<file path="config.mk">
export PLATFORM = sky130hd
export DESIGN_NAME = fwd_issue_stage
export DESIGN_NICKNAME = d
export VERILOG_FILES = /design/src/rtl/fwd_issue_stage_pkg.sv /design/src/rtl/fwd_issue_stage_fwd_mux.sv /design/src/rtl/fwd_issue_stage.sv
export SDC_FILE = /design/constraint.sdc
export NUM_CORES = 1
export LEC_CHECK = 0
export BUFFER_PORTS_ARGS = -buffer_cell sky130_fd_sc_hd__clkbuf_2
export CORE_AREA = 5 5 163 165
export CTS_CLUSTER_DIAMETER = 100
export DETAILED_ROUTE_END_ITERATION = 7
export DIE_AREA = 0 0 168 170
export PLACE_DENSITY = 0.72
export SLEW_MARGIN = 5
export SYNTH_ARGS = -nofsm -noshare
export SYNTH_HDL_FRONTEND = slang
export SYNTH_SLANG_ARGS = --single-unit
</file>
<file path="constraint.sdc">
create_clock -name clk -period 6.8 [get_ports clk]
set_input_delay 0.34 -clock clk [delete_from_list [all_inputs] [get_ports clk]]
set_output_delay 0.34 -clock clk [all_outputs]
set_load 0.02 [all_outputs]
</file>
<file path="src/rtl/fwd_issue_stage_pkg.sv">
// Shared definitions for the forwarding issue stage: state encoding and
// the stall-counter width with its saturating increment.
package fwd_issue_stage_pkg;

  typedef enum logic {
    ST_EMPTY = 1'b0,
    ST_FULL  = 1'b1
  } state_e;

  localparam int CNT_W = 32;
  localparam logic [CNT_W-1:0] CNT_MAX = '1;

  function automatic logic [CNT_W-1:0] sat_inc(input logic [CNT_W-1:0] val);
    return (val == CNT_MAX) ? val : val + 1'b1;
  endfunction

endpackage

</file>
<file path="src/rtl/fwd_issue_stage_fwd_mux.sv">
// One operand's forwarding select: youngest matching source wins, falling
// back to register-file data; flags a hazard if the winner is not final.
module fwd_mux #(
  parameter int RAW  = 5,
  parameter int DW   = 32,
  parameter int NSRC = 3
) (
  input  logic                 rs_en,
  input  logic [RAW-1:0]       rs,
  input  logic [DW-1:0]        rf_data,
  input  logic [NSRC-1:0]      src_rd_en,
  input  logic [NSRC*RAW-1:0]  src_rd,
  input  logic [NSRC*DW-1:0]   src_data,
  input  logic [NSRC-1:0]      src_data_ok,
  output logic [DW-1:0]        data,
  output logic                 hazard
);

  logic found;

  always_comb begin
    data   = rf_data;
    hazard = 1'b0;
    found  = 1'b0;
    if (!rs_en || rs == '0) begin
      data = '0;
    end else begin
      // An older match must never override a younger one, even if the
      // younger one is still in flight.
      for (int i = 0; i < NSRC; i++) begin
        if (!found && src_rd_en[i] && src_rd[i*RAW +: RAW] == rs) begin
          found  = 1'b1;
          data   = src_data[i*DW +: DW];
          hazard = ~src_data_ok[i];
        end
      end
    end
  end

endmodule

</file>
<file path="src/rtl/fwd_issue_stage.sv">
// Issue stage: resolves both source operands through forwarding, stalls on
// unresolved loads, and registers the instruction in a one-entry skid-free pipe.
module fwd_issue_stage
  import fwd_issue_stage_pkg::*;
#(
  parameter int RAW  = 5,
  parameter int DW   = 32,
  parameter int NSRC = 3,
  parameter int PW   = 64
) (
  input  logic                clk,
  input  logic                rst,
  input  logic                i_flush,
  input  logic                i_valid,
  output logic                o_ready,
  input  logic                i_rs_1_en,
  input  logic                i_rs_2_en,
  input  logic [RAW-1:0]      i_rs_1,
  input  logic [RAW-1:0]      i_rs_2,
  input  logic [DW-1:0]       i_rs_1_data,
  input  logic [DW-1:0]       i_rs_2_data,
  input  logic [PW-1:0]       i_payload,
  input  logic [NSRC-1:0]     i_src_rd_en,
  input  logic [NSRC*RAW-1:0] i_src_rd,
  input  logic [NSRC*DW-1:0]  i_src_data,
  input  logic [NSRC-1:0]     i_src_data_ok,
  output logic                o_valid,
  input  logic                i_ready,
  output logic [DW-1:0]       o_rs_1_data,
  output logic [DW-1:0]       o_rs_2_data,
  output logic [PW-1:0]       o_payload,
  output logic                o_hazard,
  output logic [31:0]         o_stall_cnt
);

  state_e           state_q, state_d;
  logic [DW-1:0]    rs_1_data_q, rs_1_data_d;
  logic [DW-1:0]    rs_2_data_q, rs_2_data_d;
  logic [PW-1:0]    payload_q, payload_d;
  logic [CNT_W-1:0] stall_cnt_q, stall_cnt_d;

  logic [DW-1:0] rs_1_fwd, rs_2_fwd;
  logic          rs_1_haz, rs_2_haz;
  logic          capture;

  fwd_mux #(.RAW(RAW), .DW(DW), .NSRC(NSRC)) u_fwd_rs_1 (
    .rs_en       (i_rs_1_en),
    .rs          (i_rs_1),
    .rf_data     (i_rs_1_data),
    .src_rd_en   (i_src_rd_en),
    .src_rd      (i_src_rd),
    .src_data    (i_src_data),
    .src_data_ok (i_src_data_ok),
    .data        (rs_1_fwd),
    .hazard      (rs_1_haz)
  );

  fwd_mux #(.RAW(RAW), .DW(DW), .NSRC(NSRC)) u_fwd_rs_2 (
    .rs_en       (i_rs_2_en),
    .rs          (i_rs_2),
    .rf_data     (i_rs_2_data),
    .src_rd_en   (i_src_rd_en),
    .src_rd      (i_src_rd),
    .src_data    (i_src_data),
    .src_data_ok (i_src_data_ok),
    .data        (rs_2_fwd),
    .hazard      (rs_2_haz)
  );

  assign o_hazard = i_valid & (rs_1_haz | rs_2_haz);
  assign o_valid  = (state_q == ST_FULL);
  assign o_ready  = ~o_hazard & (~o_valid | i_ready);
  // A flush drops the incoming instruction even though o_ready may be high.
  assign capture  = i_valid & o_ready & ~i_flush;

  always_comb begin
    state_d     = state_q;
    rs_1_data_d = rs_1_data_q;
    rs_2_data_d = rs_2_data_q;
    payload_d   = payload_q;
    stall_cnt_d = stall_cnt_q;

    if (capture) begin
      rs_1_data_d = rs_1_fwd;
      rs_2_data_d = rs_2_fwd;
      payload_d   = i_payload;
    end

    if (o_hazard && !i_flush) begin
      stall_cnt_d = sat_inc(stall_cnt_q);
    end

    case (state_q)
      ST_EMPTY: if (capture) state_d = ST_FULL;
      ST_FULL:  if (!capture && i_ready) state_d = ST_EMPTY;
      default:  state_d = ST_EMPTY;
    endcase
    if (i_flush) state_d = ST_EMPTY;
  end

  always_ff @(posedge clk or posedge rst) begin
    if (rst) begin
      state_q     <= ST_EMPTY;
      rs_1_data_q <= '0;
      rs_2_data_q <= '0;
      payload_q   <= '0;
      stall_cnt_q <= '0;
    end else begin
      state_q     <= state_d;
      rs_1_data_q <= rs_1_data_d;
      rs_2_data_q <= rs_2_data_d;
      payload_q   <= payload_d;
      stall_cnt_q <= stall_cnt_d;
    end
  end

  assign o_rs_1_data = rs_1_data_q;
  assign o_rs_2_data = rs_2_data_q;
  assign o_payload   = payload_q;
  assign o_stall_cnt = stall_cnt_q;

endmodule

</file>
==> results.tsv <==
metric	value	unit
drc	0	
syn2layout_area_growth	34.4	%
ys_seq_area_share	46.1	%
fp.coreArea	0.0249	mm2
dr.pass1.iters	5	
rsz0062_at_grt	false	
finalClockSkew	0.0159	ns
ys_seq_elements	161	
grt_usage	22.5	%
synthArstFlopShare	100	%
synth_flop_cell	dfrtp_1	
leakagePower	5.79	nW
worstSetupPathType	primary input to flop	
pwr_density_cell	246	mW/mm2
drtIter0Drc	572	
cp-start-kind	primary input	
switching_share	33.8	%
p_switching	0.000977	W
cts_max_level	4	
min_period_over_period	50.9	%
maxClockFrequency	289	MHz
root_buffer	clkbuf_16	
viasPerCell	5.37	
hold_viol	0	
gp_congestion	0.941	
slew_headroom	27.5	%
chipWidth	168	um
setup_tns	0	ns
nNetsFinal	1437	
ios	425	
synth_edf_count	0	
cts_tree	yes	
syn_area	0.00873	mm2
pwr-share-comb	26.3	%
dpl.hpwl	25000	um
cts.reportedPaths.clkPinSlew	0.07	ns
clk_latency	0.43	ns
worst_r2r_path_depth	7	
cts_buffers	17	
synth_fp_nets	1044	
dp_slack	2.98	ns
worstReg2RegStart	o_stall_cnt[3]	
outcome	complete, no violations	
reg2reg_slack	3.84	ns
portBuffers	424	
finalCriticalPeriod	3.46	ns
irDropWorstVdd	0.137	mV
cts_setup_buffers	0	
cts_resized	0	
syn_inst	781	
required	7.09	ns
overflow	0	
postRouteWirelength	33500	um
grt_pass1_wl	50400	um
p_seq_share	40.9	%
ys.warnings.count	0	
path_max_fanout	72	
grt_pass1_vias	8532	
cts_hold_buf	0	
num_rows	58	
end_kind	flop	
worst_slew_pin_slew	1.09	ns
min_path_type	primary input to asynchronous set/reset pin	
ant_nets	0	
wl_per_cell	22.1	um
antenna_found_initial	2	
vias	8152	
clkPwrFrac	32.9	%
fp.dieArea	0.0286	mm2
r2r_end	o_stall_cnt[1]	
fin_ws	3.34	ns
nFillCells	2347	
drv_cap	0	
syn_avg_cell_area	11.2	um2
layout-drive-gt1-share	48.5	%
die_h	170	um
cts_buffer_depth	2	
synth.distinct_cells	39	
setup_viol	0	
arrival	3.75	ns
p_int	0.00191	W
start_util	35.1	%
cts.sinks	161	
grt_max_degree	86	
slew_violations	0	
worst max-delay path by stage:
stage                         start            end  slack [ns]  cells after the start
final                     i_rs_2[0]  o_payload[47]        3.34                      9
after global routing      i_rs_2[0]  o_payload[47]        3.26                      9
after CTS                 i_rs_2[0]  o_payload[47]        3.42                      9
after detailed placement  i_rs_2[0]  o_payload[47]        2.98                      9
after global placement    i_rs_2[0]  o_payload[43]        3.05                      9
after floorplan                 rst   o_payload[0]        2.11                      1
state kept, by name (all words and copies together) (netlist names):
name         flops
o_stall_cnt     32
o_valid          1
o_rs_1_data     32
o_payload       64
o_rs_2_data     32
routing by layer:
layer / track usage [%] / wire [um] / vias to the layer above / part of all wire (%)
li1: - / - / 3729 / -
met1: 28.4 / 13800 / 3993 / 41
met2: 37.2 / 16100 / 390 / 48
met3: 7.36 / 2990 / 38 / 8.9
met4: 6.67 / 711 / 2 / 2.1
met5: 0 / 12 / - / 0.036
kinds of logic (layout without fill, tap and decap cells):
logic type | count (synthesis) | in the layout | share of synthesized area [%]
DFF | 161 | 161 | 46.1
adders and majority gates | 1 | 1 | 0.143
xor gates and xnor gates | 61 | 61 | 6.12
muxes | 129 | 129 | 17.9
buffers and inverters | 66 | 472 | 3.47
other | 0 | 1 | 0
and+or+nand+nor | 159 | 159 | 9.93
AOI/OAI and AO/OA | 204 | 204 | 16.3
cells in the final DEF (no fill, tap or decap), types with 5 or more instances in the layout:
| cell | count |
|---|---|
| clkbuf_16 | 17 |
| nor3_1 | 25 |
| dfrtp_1 | 161 |
| inv_8 | 5 |
| o221ai_1 | 32 |
| nand2_1 | 21 |
| clkbuf_2 | 424 |
| o21ai_0 | 35 |
| nand4_1 | 12 |
| a21oi_1 | 65 |
| nand3_1 | 18 |
| buf_4 | 12 |
| mux2_4 | 40 |
| and3_1 | 6 |
| mux2i_1 | 32 |
| or4_1 | 6 |
| or3_1 | 32 |
| o2bb2ai_1 | 64 |
| xor2_1 | 53 |
| mux2_2 | 57 |
| xnor2_1 | 8 |
| inv_6 | 8 |
| nor2_1 | 16 |
| nor4_1 | 7 |
final cells by class:
cell class	count	area (um2)	share of cell area (%)
Antenna cell	1	2.50	0.0213
Inverter	3	16.3	0.139
Multi-Input combinational cell	554	4460	38.0
Clock inverter	14	150	1.28
Sequential cell	161	4030	34.3
Timing Repair Buffer	437	2230	19.0
Tap cell	330	413	3.52
Clock buffer	18	429	3.66
through the flow:
| stage | area (um2) | total power, W | hold slack [ns] | cells | util, % |
|---|---|---|---|---|---|
| after floorplan | 8730 | 0.00162 | 0.449 | 781 | - |
| after global placement | 11200 | 0.00195 | 0.471 | 1485 | 44.8 |
| after detailed placement | 11200 | 0.00196 | 0.474 | 1485 | 44.8 |
| after CTS | 11700 | 0.00293 | 0.0647 | 1517 | 47.1 |
| after global routing | 11700 | 0.00303 | 0.109 | 1518 | 47.1 |
| final | 11700 | 0.00289 | 0.0321 | 1518 | 47.1 |
synth_stat cells, types with 4 or more instances:
library cell / number / share of area [%]
xnor2_1: 8 / 0.80
buf_2: 14 / 0.80
mux2_4: 40 / 6.9
buf_6: 5 / 0.64
and3_1: 8 / 0.57
dfrtp_1: 161 / 46
nand4_1: 12 / 0.86
nor2_1: 17 / 0.73
nor2b_1: 4 / 0.29
xor2_1: 53 / 5.3
mux2_2: 57 / 7.4
nand3_1: 18 / 1.0
or4_1: 6 / 0.52
nand2_1: 21 / 0.90
o2bb2ai_1: 64 / 6.4
o21ai_0: 35 / 2.0
or3_1: 32 / 2.3
o221ai_1: 32 / 3.2
nor3_1: 26 / 1.5
nor4_1: 7 / 0.50
mux2i_1: 32 / 3.7
clkbuf_1: 42 / 1.8
a21oi_1: 65 / 3.7
critical path, cell delays in order:
cell      delay [ns]
clkbuf_2        0.16
xor2_1          0.17
nor3_1          0.09
and3_2          0.47
or3_4           0.52
a22oi_4         0.20
nand3_4         0.73
buf_12          0.52
mux2_4          0.38
power groups by stage:
stage               clock [W]  sequential (W)  combinational [W]
floorplan                   0         0.00136           0.000269
global placement            0         0.00119           0.000751
detailed placement          0         0.00119           0.000763
CTS                  0.000981         0.00118           0.000765
global route          0.00103         0.00120           0.000810
finish               0.000949         0.00118           0.000758
Note: power is estimated with default switching activity, not from simulation.
